==> src/rtl/xbar_pipe_pkg.sv <==
// Shared defaults for the bufferless router crossbar datapath.
package xbar_pipe_pkg;
   localparam int NUM_PORT_DEF = 4;
   localparam int DATA_W_DEF   = 64;
   localparam int IDX_W_DEF    = 2;
   localparam int CNT_W_DEF    = 16;
endpackage

==> src/rtl/xbar_pipe_if.sv <==
// Crossbar bus: allocator-side inputs and output-link-side results.
interface xbar_pipe_if #(
   parameter int NUM_PORT = 4,
   parameter int DATA_W   = 64,
   parameter int IDX_W    = 2,
   parameter int CNT_W    = 16
);
   logic [NUM_PORT*DATA_W-1:0]   in_data;
   logic [NUM_PORT-1:0]          in_valid;
   logic [NUM_PORT*IDX_W-1:0]    indir_rank;
   logic [NUM_PORT*NUM_PORT-1:0] alloc_pv;
   logic                         cnt_clr;
   logic [NUM_PORT*DATA_W-1:0]   out_data;
   logic [NUM_PORT-1:0]          out_valid;
   logic [NUM_PORT*NUM_PORT-1:0] apv_on_out;
   logic [NUM_PORT*IDX_W-1:0]    out_src;
   logic [NUM_PORT-1:0]          conflict;
   logic                         err_sticky;
   logic [NUM_PORT*CNT_W-1:0]    flit_cnt;

   modport master (
      output in_data, in_valid, indir_rank, alloc_pv, cnt_clr,
      input  out_data, out_valid, apv_on_out, out_src, conflict, err_sticky, flit_cnt
   );
   modport slave (
      input  in_data, in_valid, indir_rank, alloc_pv, cnt_clr,
      output out_data, out_valid, apv_on_out, out_src, conflict, err_sticky, flit_cnt
   );
endinterface

==> src/rtl/xbar_pipe_out_sel.sv <==
// Per-output priority pick: lowest claiming channel wins; flags multiple claims.
module xbar_out_sel #(
   parameter int NUM_PORT = 4,
   parameter int IDX_W    = 2
) (
   input  logic [NUM_PORT-1:0] claim,
   output logic [IDX_W-1:0]    win,
   output logic                hit,
   output logic                multi
);
   always_comb begin
      win   = '0;
      hit   = 1'b0;
      multi = 1'b0;
      for (int k = 0; k < NUM_PORT; k++) begin
         if (claim[k]) begin
            if (hit) begin
               multi = 1'b1;
            end else begin
               win = IDX_W'(k);
               hit = 1'b1;
            end
         end
      end
   end
endmodule

==> src/rtl/xbar_pipe.sv <==
// N-port crossbar: ranked channels to outputs per allocPV, optional output
// register, conflict detection, sticky error and saturating per-output counters.
module xbar_pipe
   import xbar_pipe_pkg::*;
#(
   parameter int NUM_PORT = NUM_PORT_DEF,
   parameter int DATA_W   = DATA_W_DEF,
   parameter int IDX_W    = IDX_W_DEF,
   parameter int REG_OUT  = 1,
   parameter int CNT_W    = CNT_W_DEF
) (
   input  logic        clk,
   input  logic        reset,
   xbar_pipe_if.slave  bus
);
   logic [IDX_W-1:0]    rank_arr [NUM_PORT];
   logic [NUM_PORT-1:0] apv_arr  [NUM_PORT];
   logic [DATA_W-1:0]   in_arr   [NUM_PORT];
   logic [NUM_PORT-1:0] src_ok;
   logic [NUM_PORT-1:0] claim    [NUM_PORT];
   logic [IDX_W-1:0]    win      [NUM_PORT];
   logic                hit      [NUM_PORT];
   logic                multi    [NUM_PORT];

   logic [DATA_W-1:0]   data_p0  [NUM_PORT];
   logic [NUM_PORT-1:0] apv_p0   [NUM_PORT];
   logic [IDX_W-1:0]    src_p0   [NUM_PORT];
   logic [NUM_PORT-1:0] vld_p0;
   logic [NUM_PORT-1:0] conf_p0;
   logic [DATA_W-1:0]   data_p1  [NUM_PORT];
   logic [NUM_PORT-1:0] apv_p1   [NUM_PORT];
   logic [IDX_W-1:0]    src_p1   [NUM_PORT];
   logic [NUM_PORT-1:0] vld_p1;
   logic [NUM_PORT-1:0] conf_p1;

   logic [CNT_W-1:0]    cnt      [NUM_PORT];
   logic                err;

   function automatic logic [CNT_W-1:0] sat_inc(input logic [CNT_W-1:0] v);
      return (&v) ? v : v + CNT_W'(1);
   endfunction

   for (genvar p = 0; p < NUM_PORT; p++) begin : g_unpack
      assign rank_arr[p] = bus.indir_rank[p*IDX_W +: IDX_W];
      assign apv_arr[p]  = bus.alloc_pv[p*NUM_PORT +: NUM_PORT];
      assign in_arr[p]   = bus.in_data[p*DATA_W +: DATA_W];
   end

   // A rank index that matches no port leaves the channel unqualified.
   always_comb begin
      src_ok = '0;
      for (int k = 0; k < NUM_PORT; k++) begin
         for (int p = 0; p < NUM_PORT; p++) begin
            if (rank_arr[k] == IDX_W'(p)) src_ok[k] = bus.in_valid[p];
         end
      end
   end

   // p0: per-output selection and data mux
   for (genvar j = 0; j < NUM_PORT; j++) begin : g_out
      always_comb begin
         for (int k = 0; k < NUM_PORT; k++) claim[j][k] = apv_arr[k][j] & src_ok[k];
      end

      xbar_out_sel #(.NUM_PORT(NUM_PORT), .IDX_W(IDX_W)) u_sel (
         .claim (claim[j]),
         .win   (win[j]),
         .hit   (hit[j]),
         .multi (multi[j])
      );

      always_comb begin
         data_p0[j] = '0;
         apv_p0[j]  = '0;
         src_p0[j]  = '0;
         if (hit[j]) begin
            src_p0[j]  = rank_arr[win[j]];
            apv_p0[j]  = apv_arr[win[j]];
            data_p0[j] = in_arr[rank_arr[win[j]]];
         end
      end

      assign bus.out_data[j*DATA_W +: DATA_W]       = data_p1[j];
      assign bus.apv_on_out[j*NUM_PORT +: NUM_PORT] = apv_p1[j];
      assign bus.out_src[j*IDX_W +: IDX_W]          = src_p1[j];
      assign bus.flit_cnt[j*CNT_W +: CNT_W]         = cnt[j];
   end

   always_comb begin
      vld_p0  = '0;
      conf_p0 = '0;
      for (int j = 0; j < NUM_PORT; j++) begin
         vld_p0[j]  = hit[j];
         conf_p0[j] = multi[j];
      end
   end

   // p1: optional output register
   if (REG_OUT != 0) begin : g_reg
      always_ff @(posedge clk or posedge reset) begin
         if (reset) begin
            for (int j = 0; j < NUM_PORT; j++) begin
               data_p1[j] <= '0;
               apv_p1[j]  <= '0;
               src_p1[j]  <= '0;
            end
            vld_p1  <= '0;
            conf_p1 <= '0;
         end else begin
            data_p1 <= data_p0;
            apv_p1  <= apv_p0;
            src_p1  <= src_p0;
            vld_p1  <= vld_p0;
            conf_p1 <= conf_p0;
         end
      end
   end else begin : g_comb
      assign data_p1 = data_p0;
      assign apv_p1  = apv_p0;
      assign src_p1  = src_p0;
      assign vld_p1  = vld_p0;
      assign conf_p1 = conf_p0;
   end

   // Counters and sticky flag observe the visible outputs; clear beats update.
   always_ff @(posedge clk or posedge reset) begin
      if (reset) begin
         for (int j = 0; j < NUM_PORT; j++) cnt[j] <= '0;
         err <= 1'b0;
      end else if (bus.cnt_clr) begin
         for (int j = 0; j < NUM_PORT; j++) cnt[j] <= '0;
         err <= 1'b0;
      end else begin
         for (int j = 0; j < NUM_PORT; j++) begin
            if (vld_p1[j]) cnt[j] <= sat_inc(cnt[j]);
         end
         if (|conf_p1) err <= 1'b1;
      end
   end

   assign bus.out_valid  = vld_p1;
   assign bus.conflict   = conf_p1;
   assign bus.err_sticky = err;
endmodule

==> src/flat_wrapper.sv <==
// flat-port wrapper written by rule: the top's interface ports become plain ports
module xbar_pipe_flat import xbar_pipe_pkg::*;
#(
   parameter int NUM_PORT = NUM_PORT_DEF,
   parameter int DATA_W   = DATA_W_DEF,
   parameter int IDX_W    = IDX_W_DEF,
   parameter int REG_OUT  = 1,
   parameter int CNT_W    = CNT_W_DEF
)
  (clk, reset, bus_in_data, bus_in_valid, bus_indir_rank, bus_alloc_pv, bus_cnt_clr, bus_out_data, bus_out_valid, bus_apv_on_out, bus_out_src, bus_conflict, bus_err_sticky, bus_flit_cnt);
  xbar_pipe_if #(.NUM_PORT(NUM_PORT), .DATA_W(DATA_W), .IDX_W(IDX_W), .CNT_W(CNT_W)) bus_i ();
  input  logic clk;
  input  logic reset;
  input wire logic [$bits(bus_i.in_data)-1:0] bus_in_data;
  input wire logic [$bits(bus_i.in_valid)-1:0] bus_in_valid;
  input wire logic [$bits(bus_i.indir_rank)-1:0] bus_indir_rank;
  input wire logic [$bits(bus_i.alloc_pv)-1:0] bus_alloc_pv;
  input wire logic [$bits(bus_i.cnt_clr)-1:0] bus_cnt_clr;
  output wire logic [$bits(bus_i.out_data)-1:0] bus_out_data;
  output wire logic [$bits(bus_i.out_valid)-1:0] bus_out_valid;
  output wire logic [$bits(bus_i.apv_on_out)-1:0] bus_apv_on_out;
  output wire logic [$bits(bus_i.out_src)-1:0] bus_out_src;
  output wire logic [$bits(bus_i.conflict)-1:0] bus_conflict;
  output wire logic [$bits(bus_i.err_sticky)-1:0] bus_err_sticky;
  output wire logic [$bits(bus_i.flit_cnt)-1:0] bus_flit_cnt;
  assign bus_i.in_data = bus_in_data;
  assign bus_i.in_valid = bus_in_valid;
  assign bus_i.indir_rank = bus_indir_rank;
  assign bus_i.alloc_pv = bus_alloc_pv;
  assign bus_i.cnt_clr = bus_cnt_clr;
  assign bus_out_data = bus_i.out_data;
  assign bus_out_valid = bus_i.out_valid;
  assign bus_apv_on_out = bus_i.apv_on_out;
  assign bus_out_src = bus_i.out_src;
  assign bus_conflict = bus_i.conflict;
  assign bus_err_sticky = bus_i.err_sticky;
  assign bus_flit_cnt = bus_i.flit_cnt;
  xbar_pipe #(.NUM_PORT(NUM_PORT), .DATA_W(DATA_W), .IDX_W(IDX_W), .REG_OUT(REG_OUT), .CNT_W(CNT_W)) u_core (.clk(clk), .reset(reset), .bus(bus_i));
endmodule
==> config.mk <==
export PLATFORM = sky130hd
export DESIGN_NAME = xbar_pipe_flat
export DESIGN_NICKNAME = d
export VERILOG_FILES = /design/src/rtl/xbar_pipe_pkg.sv /design/src/rtl/xbar_pipe_if.sv /design/src/rtl/xbar_pipe_out_sel.sv /design/src/rtl/xbar_pipe.sv /design/src/flat_wrapper.sv
export SDC_FILE = /design/constraint.sdc
export NUM_CORES = 1
export LEC_CHECK = 0
export CAP_MARGIN = 20
export CORE_AREA = 3 3 248 250
export CTS_CLUSTER_DIAMETER = 120
export DETAILED_ROUTE_END_ITERATION = 12
export DIE_AREA = 0 0 251 253
export RECOVER_POWER = 50
export SLEW_MARGIN = 5
export SYNTH_ARGS = -nofsm -noshare
export SYNTH_HDL_FRONTEND = slang
export SYNTH_HIERARCHICAL = 1
export SYNTH_SLANG_ARGS = --single-unit
==> constraint.sdc <==
create_clock -name clk -period 16.25 [get_ports clk]
set_input_delay 4.0625 -clock clk [delete_from_list [all_inputs] [get_ports clk]]
set_output_delay 4.0625 -clock clk [all_outputs]
set_load 0.005 [all_outputs]
==> results.md <==
* WP data required at 16.82 ns
* H-Tree Depth at 2
* Synth unique cells at between 40 and 50
* Post-synth ARST share at 1.000
* Crit start category: primary input
* Outcome: complete, but fails checks
* Top cell type's share of synthesized area at 0.4529
* Final period utilization at 0.6454
* Most frequent cells after synthesis: mux2i_1, dfrtp_1, o22ai_1
* First-pass GRT wire length at ~120,000 um
* Routing usage on met2 at 0.4180
* Critical-path maximum fanout at 95
* CTS root buf: clkbuf_16
* Top post-synthesis cells by area: dfrtp_1, mux2i_1, o22ai_1
* Drt drc at 0
* DRT iter0 DRCs at 1,218
* RSZ-0062 raised after global routing: false
* Layout Nets at 2,552
* Clk buf depth at 3
* Cells after synthesis at 1,691
* Violations in the final reports: capacitance limit, slew limit
* Final worst slack at 5.762 ns
* Fmax at roughly 0.095 GHz
* Drt wl/cell at 26.56 um
* Floorplan core area at around 59,000 um^2
* Leakage Power at 12.49 nW
* Cts hold-fix bufs at 0
* Gpl congestion at 0.8742
* Initial antenna violation count at 13
* DIE WIDTH at 251 um
* Worst R2R Setup Slack at 13.69 ns
* Crit. End Element: async pin
* Share of cells above drive strength 1 at 0.06542
* Hold Path Class: reg -> reg
* Setup_tns at 0 ns
* Synth Cell Area at slightly below 20,000 um^2
* Initial core utilization at 0.3293
* Final WL at 81,590 um
* Full die area at 63,500 um^2
* Setup Buffers After CTS at 0
* Synthesis Warnings at 6
* Routed vias at 17,200
* Max transition margin at -2.037
* Post-synth EDFFs at 0
* Fillers at 5,399
* CTS tree: yes
* Skew final at ~0.013 ns
* Maximum VDD drop at 72.62 uV
* Die H at 253 um
* Clock transition at path regs at 0.06 ns
* Met3 Usage GRT at 0.07118
* Io pins at 640
* Post_cts resized at 0
* Antenna-violating nets left at 0
* Largest net degree at the start of global routing at 96
* Sequential cell area fraction in the yosys report at 0.4529
* PortBufs at 639
* CTS buffer count at 43
* Final Hold Vio Count at 0
* Vias in the first global route at about 18,000
* Area leader, netlist: dfrtp_1
* Setup CP Type: in -> async
* Min Tclk post-route at 10.49 ns
* Worst-Margin Slew at 4.531 ns
* Busiest grt layer: met2
* Net count after synthesis at 1,982
* Count of pins over their slew limit at 313
* Met1 Use GR at 0.3018
* Max-cap violations at 4
* GR Util All Layers at 0.2471
* Average size of a mapped cell at 11.54 um^2
* Most used DFF post-synth: dfrtp_1
* Std-Cell Rows at 89
* PwrDens at 114.3 nW/um^2
* Synthesis-to-layout area growth at 41.84%
* Detail Placement HPWL at 56,740 um
* Total gr overflow at 0
* CTS sink cnt at around 350
* Via density at 5.600
* Worst slack, placed at 7.554 ns
* Flops & latches, synth at 353
* Data arrival, critical path at 11.06 ns
* Worst-skew pair later-pin latency at 0.58 ns
* Setup violations, final at 0
* Drt first pass iters at 7
* Most frequent cell after synthesis: mux2i_1
## critical path, cell delays in order
cell           delay (ns)
dlygate4sd3_1        0.55
clkinvlp_2           2.50
clkbuf_1             2.74
buf_4                1.04
## placed cells by master (no fill, tap or decap), drive strengths merged, types with 33 or more instances in the layout
cell,Yosys,routed
o22ai,256,256
clkdlybuf4s50,0,340
mux2i,515,515
a21oi,49,49
and2,38,38
nand2,38,38
nor2,33,33
dfrtp,353,353
clkbuf,48,69
dlygate4sd3,0,298
## kinds of logic (layout without fill, tap and decap cells)
logic type	count (synthesis)	count (layout)	synth area share
compound gates	364	364	0.1155
fa+ha+maj	4	4	0.002566
buf+inv	155	757	0.04650
flops	353	353	0.4529
mux	561	561	0.3070
other cells	0	6	0
simple gates	254	254	0.07556
## sequential cells by signal, summed over array words and instances, names as in the netlist
| register | count |
|---|---|
| u_core/bus.flit_cnt | 64 |
| u_core/bus.apv_on_out | 16 |
| u_core/bus.out_src | 8 |
| u_core/bus.out_valid | 4 |
| u_core/bus.out_data | 256 |
| u_core/bus.conflict | 4 |
| u_core/bus.err_sticky | 1 |
## area by class of cell
type / instances / area [um^2] / share of cell area
Multi-Input combinational cell: 1183 / 9836 / 0.3555
Sequential cell: 353 / 8833 / 0.3193
Timing Repair Buffer: 661 / 6543 / 0.2365
Clock buffer: 65 / 1279 / 0.04622
Tap cell: 773 / 967.2 / 0.03496
Clock inverter: 12 / 122.6 / 0.004432
Inverter: 19 / 72.57 / 0.002623
Antenna cell: 6 / 15.01 / 0.0005427
## path summary, 6_finish.rpt
path / start / endpoint / cells after the start
hold / removal: u_core/bus.err_sticky$_DFFE_PP0P_ / u_core/bus.err_sticky$_DFFE_PP0P_ / 2
max in group clk: bus_indir_rank[2] / u_core/bus.out_data[115]$_DFF_PP0_ / 8
setup / recovery: reset / u_core/bus.out_data[205]$_DFF_PP0_ / 4
hold reg to reg: u_core/bus.err_sticky$_DFFE_PP0P_ / u_core/bus.err_sticky$_DFFE_PP0P_ / 2
setup reg to reg: u_core/bus.flit_cnt[49]$_DFFE_PP0P_ / u_core/bus.flit_cnt[48]$_DFFE_PP0P_ / 5
min in group asynchronous: reset / u_core/bus.out_data[47]$_DFF_PP0_ / 2
## power breakdown
part	internal (mW)	leakage, nW	switching, mW	total, mW
clock network	0.562	0.698	0.408	0.970
registers	1.04	4.52	0.0632	1.10
logic	0.525	7.27	0.565	1.09
## metal layers
metal	vias up	part of all wire	wire length (um)
li1	7633	-	-
met1	8727	0.40	32430
met2	678	0.49	39850
met3	152	0.079	6447
met4	12	0.034	2786
met5	-	0.00096	78
## per-stage QoR
stage / hold slack [ns] / power [mW] / cell area [um^2] / util / cells
floorplan: 0.5188 / 1.638 / 19510 / - / 1691
CTS: 0.5452 / 3.259 / 27670 / 0.4670 / 3065
finish: 0.5275 / 3.164 / 27670 / 0.4670 / 3072
detailed placement: 0.5320 / 2.270 / 26260 / 0.4433 / 2988
global placement: 0.5159 / 2.262 / 26260 / 0.4433 / 2988
global route: 0.5864 / 3.297 / 27670 / 0.4670 / 3072
(Power assumes the default switching activity.)
